==> src/rtl/snake_pkg.sv <==
// Shared snake rendering definitions: screen geometry, default grid sizing,
// the cell_painter state encoding and a constant-math helper.
package snake_pkg;

   localparam int       SCREEN_W      = 160;
   localparam int       SCREEN_H      = 120;
   localparam logic [2:0] COLOUR_BLACK = 3'b000;

   localparam int CELL_SIZE_DEF = 4;
   localparam int GRID_W_DEF    = 40;
   localparam int GRID_H_DEF    = 30;

   typedef enum logic [1:0] {
      ST_IDLE = 2'd0,
      ST_DRAW = 2'd1,
      ST_DONE = 2'd2
   } cp_state_t;

   // Ceiling log2 for elaboration-time width math (cp_clog2(1) == 0).
   function automatic int cp_clog2(input int v);
      int r;
      r = 0;
      while ((1 << r) < v) r++;
      return r;
   endfunction

   function automatic int cp_max(input int a, input int b);
      return (a > b) ? a : b;
   endfunction

endpackage

==> src/rtl/cell_scan_counter.sv <==
// Row-major px/py scan over one CELL_SIZE x CELL_SIZE cell.
// Advances only when enabled, so back-pressure simply freezes the scan.
module cell_scan_counter
   import snake_pkg::*;
#(
   parameter int CELL_SIZE = CELL_SIZE_DEF,
   parameter int CW        = 2
) (
   input  logic          clk,
   input  logic          reset,
   input  logic          clear_i,
   input  logic          en_i,
   output logic [CW-1:0] px_o,
   output logic [CW-1:0] py_o,
   output logic          last_o
);

   localparam logic [CW-1:0] PMAX = CW'(CELL_SIZE - 1);

   logic [CW-1:0] px_q, py_q;

   // px runs fastest; wrapping px steps py, wrapping both returns to origin.
   always_ff @(posedge clk) begin
      if (reset || clear_i) begin
         px_q <= '0;
         py_q <= '0;
      end else if (en_i) begin
         if (px_q == PMAX) begin
            px_q <= '0;
            py_q <= (py_q == PMAX) ? '0 : py_q + 1'b1;
         end else begin
            px_q <= px_q + 1'b1;
         end
      end
   end

   assign px_o   = px_q;
   assign py_o   = py_q;
   assign last_o = (px_q == PMAX) && (py_q == PMAX);

endmodule

==> src/rtl/cell_painter.sv <==
// Paints one grid cell as CELL_SIZE^2 single-pixel writes toward the
// draw/erase arbiter. Optional macro CELL_PAINTER_CLIP_EN suppresses writes
// whose untruncated coordinate falls off the 160x120 screen.
module cell_painter
   import snake_pkg::*;
#(
   parameter int CELL_SIZE = CELL_SIZE_DEF,
   parameter int GRID_W    = GRID_W_DEF,
   parameter int GRID_H    = GRID_H_DEF
) (
   input  logic       clk,
   input  logic       reset,
   input  logic       start,
   input  logic [5:0] cell_x,
   input  logic [4:0] cell_y,
   input  logic [2:0] colour_in,
   input  logic       hold,
   output logic [7:0] x_out,
   output logic [6:0] y_out,
   output logic [2:0] colour_out,
   output logic       wren,
   output logic       busy,
   output logic       done
);

   localparam int SH = cp_clog2(CELL_SIZE);
   localparam int CW = (SH > 0) ? SH : 1;
   // Internal sums wide enough for any 6-bit/5-bit cell index (and for the
   // configured grid) so the clip test sees the true coordinate.
   localparam int XW = cp_max(9, cp_clog2(GRID_W * CELL_SIZE) + 1);
   localparam int YW = cp_max(8, cp_clog2(GRID_H * CELL_SIZE) + 1);

   cp_state_t     state_q;
   logic [XW-1:0] ox_q, ox_d;
   logic [YW-1:0] oy_q, oy_d;
   logic [2:0]    col_q;
   logic [CW-1:0] px, py;
   logic          last_px;
   logic          in_draw, step, clip_ok;
   logic [XW-1:0] x_sum;
   logic [YW-1:0] y_sum;

   assign ox_d    = XW'(cell_x) << SH;
   assign oy_d    = YW'(cell_y) << SH;
   assign in_draw = (state_q == ST_DRAW);
   assign step    = in_draw && !hold;

   cell_scan_counter #(.CELL_SIZE(CELL_SIZE), .CW(CW)) u_scan (
      .clk    (clk),
      .reset  (reset),
      .clear_i(!in_draw),
      .en_i   (step),
      .px_o   (px),
      .py_o   (py),
      .last_o (last_px)
   );

   // Request latch and IDLE -> DRAW -> DONE sequencing.
   always_ff @(posedge clk) begin
      if (reset) begin
         state_q <= ST_IDLE;
         ox_q    <= '0;
         oy_q    <= '0;
         col_q   <= COLOUR_BLACK;
      end else begin
         case (state_q)
            ST_IDLE: if (start) begin
               ox_q    <= ox_d;
               oy_q    <= oy_d;
               col_q   <= colour_in;
               state_q <= ST_DRAW;
            end
            ST_DRAW: if (step && last_px) state_q <= ST_DONE;
            ST_DONE: state_q <= ST_IDLE;
            default: state_q <= ST_IDLE;
         endcase
      end
   end

   assign x_sum = ox_q + XW'(px);
   assign y_sum = oy_q + YW'(py);

`ifdef CELL_PAINTER_CLIP_EN
   assign clip_ok = (x_sum < XW'(SCREEN_W)) && (y_sum < YW'(SCREEN_H));
`else
   assign clip_ok = 1'b1;
`endif

   assign x_out      = in_draw ? x_sum[7:0] : 8'd0;
   assign y_out      = in_draw ? y_sum[6:0] : 7'd0;
   assign colour_out = in_draw ? col_q : COLOUR_BLACK;
   assign wren       = step && clip_ok;
   assign busy       = (state_q != ST_IDLE);
   assign done       = (state_q == ST_DONE);

endmodule
==> config.mk <==
export PLATFORM = sky130hd
export DESIGN_NAME = cell_painter
export DESIGN_NICKNAME = d
export VERILOG_FILES = /design/src/rtl/snake_pkg.sv /design/src/rtl/cell_scan_counter.sv /design/src/rtl/cell_painter.sv
export SDC_FILE = /design/constraint.sdc
export NUM_CORES = 1
export LEC_CHECK = 0
export ABC_AREA = 1
export CORE_UTILIZATION = 47
export DETAILED_ROUTE_END_ITERATION = 8
export PLACE_DENSITY = 0.87
export SLEW_MARGIN = 30
export SYNTH_ARGS = -nofsm -noshare
export SYNTH_HDL_FRONTEND = slang
export SYNTH_SLANG_ARGS = --single-unit
export TNS_END_PERCENT = 100
==> constraint.sdc <==
create_clock -name clk -period 1.8 [get_ports clk]
set_clock_uncertainty 0.1 [all_clocks]
set_input_delay 0.36 -clock clk [delete_from_list [all_inputs] [get_ports clk]]
set_output_delay 0.36 -clock clk [all_outputs]
set_load 0.02 [all_outputs]
==> flow_metrics.env <==
export IMPL_synth_area_per_cell_sq_um=6.606
export IMPL_tightest_slew_ns=0.4577
export IMPL_yosysMostFrequentCell="nor2_1"
export IMPL_crit_fanout=2
export IMPL_h_tree_depth=1
export IMPL_finalCritPeriodShare=0.9447
export IMPL_syn_inst=161
export IMPL_ys_seq_area_frac=0.3765
export IMPL_placement_cell_area_sq_mm=0.001503
export IMPL_worstHoldPathCells=2
export IMPL_cp_arrival_ns=1.24
export IMPL_async_flop_share=0
export IMPL_max_stage_delay_ns=0.35
export IMPL_drtIter0Drc=23
export IMPL_fin_tns_setup_ns=0
export IMPL_ctsLongestPathBuffers=2
export IMPL_p_per_area_mw_per_mm2=677.8
export IMPL_layout_min_cycle_time_ns=1.700
export IMPL_syn_nets=181
export IMPL_ios=39
export IMPL_cts_buffers=3
export IMPL_vias_per_cell=4.697
export IMPL_hold_viol=0
export IMPL_cp_top_family="buffers and inverters"
export IMPL_avgRoutedWirePerCell_um=10.95
export IMPL_synth_edf_count=0
export IMPL_fmax_mhz=588.1
export IMPL_worstSetupStartpointType="register"
export IMPL_die_w_um=49.57
export IMPL_critPathRequiredTime_ns=1.34
export IMPL_clk_latency_ns=0.31
export IMPL_yosysTopAreaCell="dfxtp_1"
export IMPL_synth_area_sq_mm=0.001064
export IMPL_grt_max_degree=16
export IMPL_path_cells="inv_1 > buf_4 > nor2_1 > dlygate4sd2_1"
export IMPL_netlist_area_leader_share=0.3765
export IMPL_leakage_nw=0.7116
export IMPL_cts_root_buf="clkbuf_4"
export IMPL_rows=16
export IMPL_cts_sinks=20
export IMPL_drv_cap=0
export IMPL_cts_tree="yes"
export IMPL_peakVddDrop_mv=0.3671
export IMPL_drv_slew=0
export IMPL_die_area_sq_mm=0.002457
export IMPL_globalRouteTotalUtil=0.2261
export IMPL_grt_pass1_wl_um=4278
export IMPL_drt_pass1_iterations=4
export IMPL_critPathBufInv=3
export IMPL_synthTopCellsByArea="dfxtp_1 (38%), nor2_1 (20%), nand3b_1 (9.9%)"
export IMPL_gp_congestion=0.8398
export IMPL_setup_violations=0
export IMPL_overflow=0
export IMPL_ys_types=18
export IMPL_end_kind="output pin"
export IMPL_fin_area_sq_mm=0.001446
export IMPL_core_area_sq_mm=0.002042
export IMPL_grt_pass1_vias=1016
export IMPL_cp_slowest_cell="dfxtp_1"
export IMPL_slew_headroom=0.6946
export IMPL_detail_route_antenna_nets=0
export IMPL_route_detailed_drc=0
export IMPL_ys_ff_latch=20
export IMPL_hpwl_um=1875
export IMPL_reg2reg_depth=6
export IMPL_synthFlopType="dfxtp_1"
export IMPL_crit_type="register to output pin"
export IMPL_status="complete, no violations"
export IMPL_via_count=1099
export IMPL_hold_class="register to register"
export IMPL_num_antenna_cells=0
export IMPL_total_power_w=0.0009803
export IMPL_die_h_um=49.57
export IMPL_yosys_top_cells_count="nor2_1 (58), inv_1 (27), nand2_1 (23), dfxtp_1 (20), nand3b_1 (14)"
export IMPL_crit_cells=4
export IMPL_drive_above_1_share=0.1836
export IMPL_clk_pin_slew_worst_paths_ns=0.13
export IMPL_yosysWarningCount=0
export IMPL_area_growth_synth_to_final_pct=36.00
export IMPL_initial_core_util=0.5208
export IMPL_routed_wl_um=2563
export IMPL_io_buffers=38
export IMPL_post_cts_setup_buffers=0
export IMPL_final_nets=228
export IMPL_grt_antenna_before_repair=0
## cells by family after synthesis
group / Yosys count / share of synthesized area
AOI/OAI and AO/OA: 3 / 0.01646
buffers and inverters: 34 / 0.1482
adders and majority gates: 2 / 0.02353
DFF: 20 / 0.3765
and+or+nand+nor: 102 / 0.4353
## final cells by class
type | instances | area (sq um)
multi-input combinational | 107 | 508.0
inverter | 28 | 107.6
clock buffer | 4 | 36.28
tap | 27 | 33.78
timing repair buffer | 48 | 360.3
fill | 183 | 595.6
sequential | 20 | 400.4
## through the flow
step | utilization | std cells | hold WS [ns] | setup WS [ns]
global placement | 0.7359 | 230 | 0.3627 | -0.2006
floorplan | - | 161 | 0.3291 | 0.2646
finish | 0.7083 | 234 | 0.3915 | 0.09959
detailed placement | 0.7359 | 230 | 0.3761 | -0.2443
global route | 0.7083 | 234 | 0.4234 | -0.002217
CTS | 0.7561 | 234 | 0.3946 | 0.0009973
## where the power goes
| part | switching (W) | leakage [nW] | internal, W |
|---|---|---|---|
| Combinational | 0.000123 | 0.526 | 0.000101 |
| Sequential | 0.0000156 | 0.165 | 0.000472 |
| Clock | 0.000145 | 0.0210 | 0.000123 |
| Total | 0.000284 | 0.712 | 0.000696 |
## worst paths after layout
path	from	end	slack [ns]
setup / recovery	state_q[1]$_SDFFE_PP0P_	done	0.1
hold / removal	col_q[1]$_SDFFE_PP0P_	col_q[1]$_SDFFE_PP0P_	0.39
setup reg to reg	state_q[1]$_SDFFE_PP0P_	ox_q[3]$_SDFFE_PP0P_	0.42
hold reg to reg	col_q[1]$_SDFFE_PP0P_	col_q[1]$_SDFFE_PP0P_	0.39
## placed cells by master (no fill, tap or decap)
cell type        instances
nor2_1                  57
inv_1                   27
nand2_1                 23
dfxtp_1                 20
clkdlybuf4s50_1         17
nand3b_1                14
buf_4                   11
buf_2                   10
clkbuf_2                 8
nand3_1                  3
clkbuf_4                 3
nor2_4                   2
ha_1                     2
dlygate4sd2_1            2
nor2_2                   1
o21ai_0                  1
nand2_4                  1
inv_4                    1
a21oi_1                  1
o211ai_1                 1
nor3_1                   1
clkbuf_8                 1
## metal layers
layer / vias to the layer above / wire length [um] / track usage
li1: 566 / - / -
met1: 489 / 1130 / 0.2614
met2: 42 / 1246 / 0.3964
met3: 2 / 167 / 0.04321
met4: 0 / 19 / 0.1048
met5: - / 0 / 0
## flip-flops by register name (all words and copies together) (netlist names)
signal,count
ox_q,6
oy_q,5
col_q,3
state_q,2
u_scan.px_o,2
u_scan.py_o,2
## repair_timing
item                                    4_1_cts  5_1_grt
resized for setup                            52       20
hold buffers                                  0        0
pin swaps                                     0        0
endpoints found under the setup margin       21       19
## worst min-delay path: stages, from the launching register on
cell and delay [ns]:
dfxtp_1 0.32, nor2_1 0.09, nor2_1 0.05
No activity file was read; power rests on OpenSTA's default activity.
